==> config.mk <==
export PLATFORM = sky130hd
export DESIGN_NAME = stream_merge4
export DESIGN_NICKNAME = d
export VERILOG_FILES = /design/src/rtl/stream_merge4.sv
export SDC_FILE = /design/constraint.sdc
export NUM_CORES = 1
export LEC_CHECK = 0
export ABC_AREA = 1
export CORE_MARGIN = 2
export CORE_UTILIZATION = 35
export CTS_CLUSTER_DIAMETER = 40
export DETAILED_ROUTE_END_ITERATION = 6
export GPL_ROUTABILITY_DRIVEN = 0
export PLACE_DENSITY = 0.79
export REMOVE_ABC_BUFFERS = 1
export SETUP_SLACK_MARGIN = 0.2
export SYNTH_ARGS = -nofsm -noshare
export SYNTH_HDL_FRONTEND = slang
export SYNTH_SLANG_ARGS = --single-unit
==> constraint.sdc <==
create_clock -name clk -period 1.9 [get_ports clk]
set_input_delay 0.38 -clock clk [delete_from_list [all_inputs] [get_ports clk]]
set_output_delay 0.38 -clock clk [all_outputs]
set_load 0.005 [all_outputs]
==> src/rtl/stream_merge4.sv <==
// Four-input stream merger into a single registered output slot, round-robin or fixed-priority.
// Optional source-index output out_src is enabled by defining STREAM_MERGE4_SRC_ID_EN.
module stream_merge4 #(
    parameter int ARB_RR = 1
) (
    input  logic                clk,
    input  logic                rst_n,
    input  logic [15:0]         in0_data,
    input  logic [15:0]         in1_data,
    input  logic [15:0]         in2_data,
    input  logic [15:0]         in3_data,
    input  logic signed [12:0]  in0_data2,
    input  logic signed [12:0]  in1_data2,
    input  logic signed [12:0]  in2_data2,
    input  logic signed [12:0]  in3_data2,
    input  logic                in0_valid,
    input  logic                in1_valid,
    input  logic                in2_valid,
    input  logic                in3_valid,
    output logic                in0_ready,
    output logic                in1_ready,
    output logic                in2_ready,
    output logic                in3_ready,
    output logic [15:0]         out_data,
    output logic signed [12:0]  out_data2,
    output logic                out_valid,
    input  logic                out_ready
`ifdef STREAM_MERGE4_SRC_ID_EN
    ,
    output logic [1:0]          out_src
`endif
);

    localparam int DATA_W  = 16;
    localparam int DATA2_W = 13;

    logic [3:0]                w_valid;
    logic [1:0]                w_gnt_idx;
    logic                      w_gnt_any;
    logic                      w_free;
    logic                      w_in_xfer;
    logic [DATA_W-1:0]         w_sel_data;
    logic signed [DATA2_W-1:0] w_sel_data2;

    logic [1:0]                r_ptr;
    logic                      r_out_valid;
    logic [DATA_W-1:0]         r_out_data;
    logic signed [DATA2_W-1:0] r_out_data2;
`ifdef STREAM_MERGE4_SRC_ID_EN
    logic [1:0]                r_out_src;
`endif

    assign w_valid = {in3_valid, in2_valid, in1_valid, in0_valid};

    // Search starts just after the last granted index in round-robin mode, at in0 otherwise.
    always_comb begin
        logic [1:0] v_cand;
        w_gnt_idx = 2'd0;
        w_gnt_any = 1'b0;
        v_cand    = 2'd0;
        for (int i = 0; i < 4; i++) begin
            v_cand = (ARB_RR != 0) ? 2'(r_ptr + 2'(i + 1)) : 2'(i);
            if (!w_gnt_any && w_valid[v_cand]) begin
                w_gnt_any = 1'b1;
                w_gnt_idx = v_cand;
            end
        end
    end

    always_comb begin
        w_sel_data  = in0_data;
        w_sel_data2 = in0_data2;
        case (w_gnt_idx)
            2'd1: begin
                w_sel_data  = in1_data;
                w_sel_data2 = in1_data2;
            end
            2'd2: begin
                w_sel_data  = in2_data;
                w_sel_data2 = in2_data2;
            end
            2'd3: begin
                w_sel_data  = in3_data;
                w_sel_data2 = in3_data2;
            end
            default: ;
        endcase
    end

    // Gating with rst_n keeps every ready low while reset is asserted.
    assign w_free    = !r_out_valid || out_ready;
    assign w_in_xfer = w_gnt_any && w_free && rst_n;

    assign in0_ready = w_in_xfer && (w_gnt_idx == 2'd0);
    assign in1_ready = w_in_xfer && (w_gnt_idx == 2'd1);
    assign in2_ready = w_in_xfer && (w_gnt_idx == 2'd2);
    assign in3_ready = w_in_xfer && (w_gnt_idx == 2'd3);

    always_ff @(posedge clk) begin
        if (!rst_n) begin
            r_out_valid <= 1'b0;
            r_out_data  <= '0;
            r_out_data2 <= '0;
            r_ptr       <= 2'd3;
`ifdef STREAM_MERGE4_SRC_ID_EN
            r_out_src   <= 2'd0;
`endif
        end else if (w_in_xfer) begin
            r_out_valid <= 1'b1;
            r_out_data  <= w_sel_data;
            r_out_data2 <= w_sel_data2;
            r_ptr       <= w_gnt_idx;
`ifdef STREAM_MERGE4_SRC_ID_EN
            r_out_src   <= w_gnt_idx;
`endif
        end else if (r_out_valid && out_ready) begin
            r_out_valid <= 1'b0;
        end
    end

    assign out_valid = r_out_valid;
    assign out_data  = r_out_data;
    assign out_data2 = r_out_data2;
`ifdef STREAM_MERGE4_SRC_ID_EN
    assign out_src   = r_out_src;
`endif

endmodule

* Word level (Yosys, flattened, before mapping) *
Cells that the tools add are included.

word-level totals
  register bits after elaboration = 32
  latch bits = 0
  memory bits (writable) = 0
  memory bits (read-only) = 0
  output and inout bits = 34
  memories kept = 0

operators by class
  add/subtract/negate cells = 3
  $mul = 0
  divide/modulo/power cells = 0
  magnitude comparators = 4
  equal/unequal tests = 3
  shift-type cells = 0
  muxes and demuxes = 20
  bitwise operators = 0
  reductions and logical operators = 17

operators by type and width
  operator                                                    count
  case mux 16 bit (3 select lines)                            1
  case mux 13 bit (3 select lines)                            1
  less-than comparator 2 x 3 -> 1 bit, second input constant  4
  logical AND 1 bit                                           10
  2-to-1 mux 1 bit                                            10
  binary-select mux 1 bit (select 2 bit)                      4
  2-to-1 mux 2 bit                                            4
  adder 2 bit, second input constant                          2
  equality test 2 bit, second input constant                  2
  zero test 1 bit                                             4
  adder 2 x 1 -> 2 bit, second input constant                 1
  equality test 2 x 1 -> 1 bit, second input constant         1
  zero test 2 bit                                             1
  nonzero test 2 bit                                          1
  logical OR 1 bit                                            1

* Depth between registers and ports, before layout *
Gate-level depths: netlist of run 1.

  depth after elaboration = 16
  mapped depth = 17
  mapped depth without buffers = 15

* Least setup slack after synthesis of run 1 *
Ideal clock, no wire load.

  kind = register -> output
  start = register r_ptr[0]
  end = output port in0_ready
  arrival time = 1.557 ns
  required time = 1.520 ns
  path slack = -0.037 ns
  stages on the path, launching flop included = 15
  buffers on the path = 2
  path through = dfxtp_1 buf_6 inv_4 nand2_1 nand2_1 nand2_1 nand2_2 nor2_2 nand3_2 nand2_4 nand2_4 nor2_2 buf_6 nand2_1 inv_1

on the way
  word-level cells in the longest chain between the ends = 16

RTL lines
  item                                    RTL line  text
  start: declaration                      45        logic [1:0] r_ptr;
  start signal: assignment                112       r_ptr <= w_gnt_idx;
  adder 2 x 1 -> 2 bit                    62        v_cand = (ARB_RR != 0) ? 2'(r_ptr + 2'(i + 1)) : 2'(i);
  binary-select mux 1 bit (select 2 bit)  63        if (!w_gnt_any && w_valid[v_cand]) begin
  2-to-1 mux 1 bit (not written as such)  63
  2-to-1 mux 1 bit                        63
  zero test 1 bit                         63
  logical AND 1 bit                       63
  2-to-1 mux 1 bit                        63
  zero test 1 bit                         63
  logical AND 1 bit                       63
  2-to-1 mux 1 bit                        63
  zero test 1 bit                         63
  logical AND 1 bit                       63
  2-to-1 mux 1 bit                        63
  logical AND 1 bit (2 in series)         92        assign w_in_xfer = w_gnt_any && w_free && rst_n;
  logical AND 1 bit *                     94        assign in0_ready = w_in_xfer && (w_gnt_idx == 2'd0);
  end: declaration                        20        output logic in0_ready,

Every way passes the cells marked *; elsewhere a longest branch is shown, timed or not. The select of a mux whose other input is x is not followed.

* Worst setup path after layout of run 1 *
  start = register r_ptr[1]
  end = output port in1_ready

on the way
  word-level cells in the longest chain between the ends = 16

RTL lines
  item                                    RTL line  text
  adder 2 x 1 -> 2 bit                    62
  binary-select mux 1 bit (select 2 bit)  63
  2-to-1 mux 1 bit (not written as such)  63
  2-to-1 mux 1 bit                        63
  zero test 1 bit                         63
  logical AND 1 bit                       63
  2-to-1 mux 1 bit                        63
  zero test 1 bit                         63
  logical AND 1 bit                       63
  2-to-1 mux 1 bit                        63
  zero test 1 bit                         63
  logical AND 1 bit                       63
  2-to-1 mux 1 bit                        63
  logical AND 1 bit (2 in series)         92
  logical AND 1 bit *                     95        assign in1_ready = w_in_xfer && (w_gnt_idx == 2'd1);
  end: declaration                        21        output logic in1_ready,

Marked as above.

==> results of run 1 <==
==> synth_stat cells <==
library cell,number,share of area
inv_4,1,0.0024
buf_6,4,0.017
inv_2,3,0.0043
nand2_4,2,0.0085
clkinv_1,1,0.0014
nand2_2,6,0.014
nand2_1,108,0.15
o21ai_0,19,0.036
nor2_1,30,0.043
nand3_2,1,0.0038
buf_4,1,0.0028
a21oi_1,13,0.025
o21ai_1,6,0.011
a21oi_2,40,0.13
nand4_1,15,0.036
nor2_2,2,0.0047
dfxtp_1,32,0.24
clkbuf_1,4,0.0057
buf_2,21,0.040
inv_1,56,0.080
nor2_4,1,0.0043
nand3_1,70,0.13
==> cells by family (layout without fill, tap and decap cells) <==
group	Yosys count	after routing	synth area share
and+or+nand+nor	235	235	0.400
buffers and inverters	91	276	0.153
AOI/OAI and AO/OA	78	78	0.205
DFF	32	32	0.243
==> final timing paths <==
kind	from	to	slack [ns]	depth (start not counted)
max	r_ptr[1]	in1_ready	-0.36	12
min	out_data2[3]	out_data2[3]	0.47	2
max reg2reg	r_ptr[0]	out_data2[4]	-0.32	15
min reg2reg	out_data2[3]	out_data2[3]	0.47	2
==> state kept, by name (all words and copies together) (netlist names) <==
signal	count
r_ptr	2
out_data	16
out_data2	13
out_valid	1
==> routing by layer <==
metal	track usage	vias to the layer above	share of wire
met1	0.277	1732	0.39
met5	0	-	0
met3	0.0668	21	0.077
met4	0.0619	0	0.014
li1	-	1779	-
met2	0.476	159	0.52
==> per-stage QoR <==
| step | cell area, µm² | hold slack, ns |
|---|---|---|
| 2_1_floorplan | 2470 | 0.462 |
| 3_3_place_gp | 4310 | 0.452 |
| 3_5_place_dp | 4310 | 0.460 |
| 4_1_cts | 5000 | 0.470 |
| 5_1_grt | 5430 | 0.492 |
| 6_report | 5430 | 0.474 |
==> placed cells by master (no fill, tap or decap) <==
master	synthesis	final
a21oi_1	13	5
a21oi_2	40	41
a21oi_4	0	7
buf_12	0	5
buf_16	0	7
buf_2	21	3
buf_4	1	25
buf_6	4	9
buf_8	0	3
bufinv_16	0	1
clkbuf_16	0	2
clkbuf_8	0	7
clkdlybuf4s50_1	0	148
clkinv_1	1	1
dfxtp_1	32	30
dfxtp_4	0	2
dlygate4sd2_1	0	4
inv_1	56	50
inv_12	0	1
inv_2	3	7
inv_4	1	2
inv_8	0	1
nand2_1	108	76
nand2_2	6	32
nand2_4	2	8
nand3_1	70	48
nand3_2	1	21
nand3_4	0	2
nand4_1	15	15
nor2_1	30	15
nor2_2	2	1
nor2_4	1	17
o21ai_0	19	8
o21ai_1	6	11
o21ai_2	0	4
o21ai_4	0	2
==> worst max-delay path: stages, from the launching register on <==
cell and delay (ns):
dfxtp_4 0.36, inv_2 0.14, nand2_2 0.08, nand2_4 0.10
nand2_4 0.06, buf_4 0.13, nand2_1 0.06, nand2_1 0.06
inv_1 0.07, nand2_2 0.11, buf_4 0.19, nor2_1 0.11
buf_2 0.13
==> power by group through the flow <==
| stage | combinational [mW] | sequential, mW | clock [mW] |
|---|---|---|---|
| 2_1_floorplan | 3.73 | 1.26 | 0 |
| 3_3_place_gp | 6.25 | 1.17 | 0 |
| 3_5_place_dp | 6.42 | 1.19 | 0 |
| 4_1_cts | 9.81 | 1.19 | 0.745 |
| 5_1_grt | 12.5 | 1.25 | 0.765 |
| 6_report | 11.8 | 1.20 | 0.726 |
==> area by class of cell <==
| class | count | area, µm² |
|---|---|---|
| timing repair buffer | 206 | 2210 |
| fill | 560 | 1860 |
| clock buffer | 7 | 96.3 |
| inverter | 61 | 246 |
| sequential | 32 | 648 |
| tap | 99 | 124 |
| multi-input combinational | 313 | 2070 |
| clock inverter | 1 | 30.0 |
| timing repair inverter | 1 | 11.3 |
==> what timing repair did <==
action / 4_1_cts / 5_1_grt
buffers inserted: 19 / 4
endpoints found under the setup margin: 35 / 35
pin swaps: 25 / 30
gates cloned: 7 / 2
gates resized for setup: 115 / 86
==> impl_metrics.toml, run 1 <==
[timing]
finalHoldViolCount = 0
rsz0062_at_grt = "yes"
tightest_slew_ns = 0.307
fin_crit_ns = 2.26
period_share = 1.19
skew_ns = 0.00490
slew_headroom = 0.796
slew_violations = 0
max_freq_ghz = 0.442
setup_slack_ns = -0.361
setup_viol = 33
finalSetupTns_ns = -8.65

[clocking]
cts_inserted_buffers = 5
clk_latency_ns = 0.28
root_buffer = "clkbuf_8"
clockBufferDepth = 2
cts_tree = "yes"
cts.clk_slew.worst_paths_ns = 0.07
cts.sinks = 32
cts_hold_buf = 0
ctsHtreeMaxLevel = 2

[global_routing]
grt_pass1_wl_um = 16900
grt.total_usage = 0.252
globalRouteOverflowTotal = 0
grt_pass1_vias = 3624
grt_antenna_before_repair = 0
grt_start_max_net_pins = 56

[power_and_ir_drop]
internal_power_mw = 7.15
p_clk_frac = 0.053
pwr-share-comb = 0.859
p_per_area_nw_per_um2 = 2520
p_total_mw = 13.7
swShare = 0.478
ir_drop_uv = 1320
p_leak_nw = 2.30
net-switching-power_mw = 6.55
pwr-share-seq = 0.088

[layout]
fin_cells = 720
drive_above_1_share = 0.338
final_nets = 743
area_delta_synth_final_pct = 106
finish.utilization = 0.745
n_antenna_cell = 0

[yosys]
yosysWarnings = 0
synth_cells = 436
synthDistinctLibCells = 22
avgSynthCellArea_um2 = 6.06
synth_area_um2 = 2640
ys_ff_latch = 32
yosysSeqAreaShare = 0.243

[worst_hold_path]
hold_path_class = "reg2reg"

[floorplanning]
core_area_um2 = 7290
die_w_um = 90.9
rows = 31
die_h_um = 90.9
start_util = 0.362
ioPinCount = 157
die-area_um2 = 8260

[drt]
wl_um = 11500
first_pass_iters = 4
drtAntennaViolNets = 0
num_vias = 3691
wl_per_cell_um = 15.9
drc_errors = 0
drtIter0Drc = 176
viasPerCell = 5.13

[critical_path]
worstPathMaxFanout = 6
start_kind = "flip-flop"
endpoint_kind = "output port"
critical_path_class = "reg2out"
crit_required_ns = 1.52
critPathArrivalTime_ns = 1.88

[place]
dp_cells = 680
dp_hpwl_um = 6880
dp_slack_ns = -0.852
port_buffers = 156

[flow_run]
cap_violations = 0

[run_status]
violations = "setup timing"
outcome = "complete, but fails checks"
No activity file was read; power rests on OpenSTA's default activity.
==> run 2, diff against run 1 <==
Settings changed: CTS_CLUSTER_DIAMETER 40 to default, SETUP_SLACK_MARGIN 0.2 to default.
==> impl_metrics.toml, run 2 (synthesis gave the netlist of run 1 again) <==
[power_and_ir_drop]
pwr-share-seq = 0.093
ir_drop_uv = 1400
p_clk_frac = 0.056
pwr-share-comb = 0.852
swShare = 0.476
net-switching-power_mw = 6.19
internal_power_mw = 6.83
p_per_area_nw_per_um2 = 2480
p_leak_nw = 2.24
p_total_mw = 13.0

[critical_path]
r2r_setup_slack_ns = -0.20
worstPathMaxFanout = 8
r2r_cells = 14
endpoint = "in1_ready"
r2r-end = "out_data2[4]"
crit_required_ns = 1.52
critPathSlowestCell = "dfxtp_4"
cp_cell_sequence = "buf_8 -> nand2_1 -> nand3_1 -> nand2_2 -> nor2_4 -> nand4_1 -> nand2_4 -> buf_4 -> nor2_1 -> buf_2"
critPathArrivalTime_ns = 1.84
crit_path_start = "r_ptr[0]"
endpoint_kind = "output port"
r2r_start = "r_ptr[0]"
start_kind = "flip-flop"
critical_path_class = "reg2out"
slowest_delay_ns = 0.38

[global_routing]
grt_pass1_vias = 3562
grt.total_usage = 0.249
grt_antenna_before_repair = 0
globalRouteOverflowTotal = 0
grt_pass1_wl_um = 16700
grt_start_max_net_pins = 56

[floorplanning]
die_h_um = 90.9
rows = 31
die-area_um2 = 8260
start_util = 0.362
core_area_um2 = 7290
ioPinCount = 157
die_w_um = 90.9

[clocking]
cts.sinks = 32
cts_inserted_buffers = 5
clockBufferDepth = 2
cts.clk_slew.worst_paths_ns = 0.07
ctsHtreeMaxLevel = 2
cts_hold_buf = 0
cts_tree = "yes"
root_buffer = "clkbuf_8"
clk_latency_ns = 0.28

[layout]
nFillCells = 574
area_delta_synth_final_pct = 99.1
n_antenna_cell = 0
largest_reg_flops = 16
final_cell_mix = "clkdlybuf4s50_1, nand2_1, nand3_1, inv_1, a21oi_2"
drive_above_1_share = 0.299
final_common_cell = "clkdlybuf4s50_1"
final_nets = 738

[timing]
skew_ns = 0.00632
rsz0062_at_grt = "yes"
finalSetupTns_ns = -5.23
slew_headroom = 0.798
tightest_slew_ns = 0.302
setup_slack_ns = -0.324
finalHoldViolCount = 0
fin_crit_ns = 2.22
setup_viol = 33
whs_ns = 0.466
period_share = 1.17
slew_violations = 0
max_freq_ghz = 0.450

[run_status]
violations = "setup timing"
outcome = "complete, but fails checks"

[place]
dp_hpwl_um = 6880
dp_slack_ns = -0.852
port_buffers = 156

[drt]
wl_per_cell_um = 15.5
drtAntennaViolNets = 0
viasPerCell = 5.05
num_vias = 3613
wl_um = 11100
drc_errors = 0
drtIter0Drc = 153
first_pass_iters = 4

[worst_hold_path]
hold_path_class = "reg2reg"

[flow_run]
cap_violations = 0
[run 2: power by group through the flow]
stage | clock, mW | combinational, mW | sequential [mW]
floorplan | 0 | 3.73 | 1.26
global placement | 0 | 6.25 | 1.17
detailed placement | 0 | 6.42 | 1.19
CTS | 0.745 | 9.67 | 1.19
global route | 0.770 | 11.9 | 1.25
finish | 0.723 | 11.1 | 1.21
[run 2: metrics by stage]
stage / utilization / area [µm²] / instances
finish: 0.721 / 5260 / 715
global route: 0.721 / 5260 / 715
CTS: 0.679 / 4950 / 714
detailed placement: 0.591 / 4310 / 680
global placement: 0.591 / 4310 / 680
floorplan: - / 2470 / 406
[run 2: worst max-delay path, delay by kind of cell (launching register included)]
family / cells / cell delay (ns)
AND/OR/NAND/NOR: 7 / 0.76
flip-flops: 1 / 0.38
buffers and inverters: 3 / 0.42
[run 2: worst min-delay path by stage]
| stage | from | end | cells past startpoint |
|---|---|---|---|
| after floorplan | out_data2[2] | out_data2[2] | 2 |
| after global placement | out_data2[2] | out_data2[2] | 2 |
| after detailed placement | out_data2[2] | out_data2[2] | 2 |
| after CTS | out_data2[3] | out_data2[3] | 2 |
| after global routing | out_data2[3] | out_data2[3] | 2 |
| final | out_data2[3] | out_data2[3] | 2 |
[run 2: timing repair]
item / in CTS / in global routing
setup endpoints to repair: 35 / 35
gates cloned: 7 / 3
gates resized for setup: 104 / 66
pin swaps: 26 / 19
buffers inserted: 19 / 1
[run 2: final cells by class]
| class | instances | area [µm²] | share of cell area |
|---|---|---|---|
| inverters | 61 | 246 | 0.0469 |
| repair buffers | 201 | 2160 | 0.411 |
| repair inverters | 1 | 11.3 | 0.00214 |
| multi-input cells | 313 | 1940 | 0.369 |
| flip-flops and latches | 32 | 648 | 0.123 |
| well taps | 99 | 124 | 0.0236 |
| clock buffers | 7 | 96.3 | 0.0183 |
| clock inverters | 1 | 30.0 | 0.00571 |
[run 2: metal layers]
metal  GRT usage  wire [µm]  vias to the layer above  part of all wire
met5           0          0                        -                 0
met4      0.0581        165                        0             0.015
met3      0.0651        913                       21             0.082
met2       0.473       5600                      157              0.51
met1       0.275       4390                     1669              0.40
li1            -          -                     1766                 -
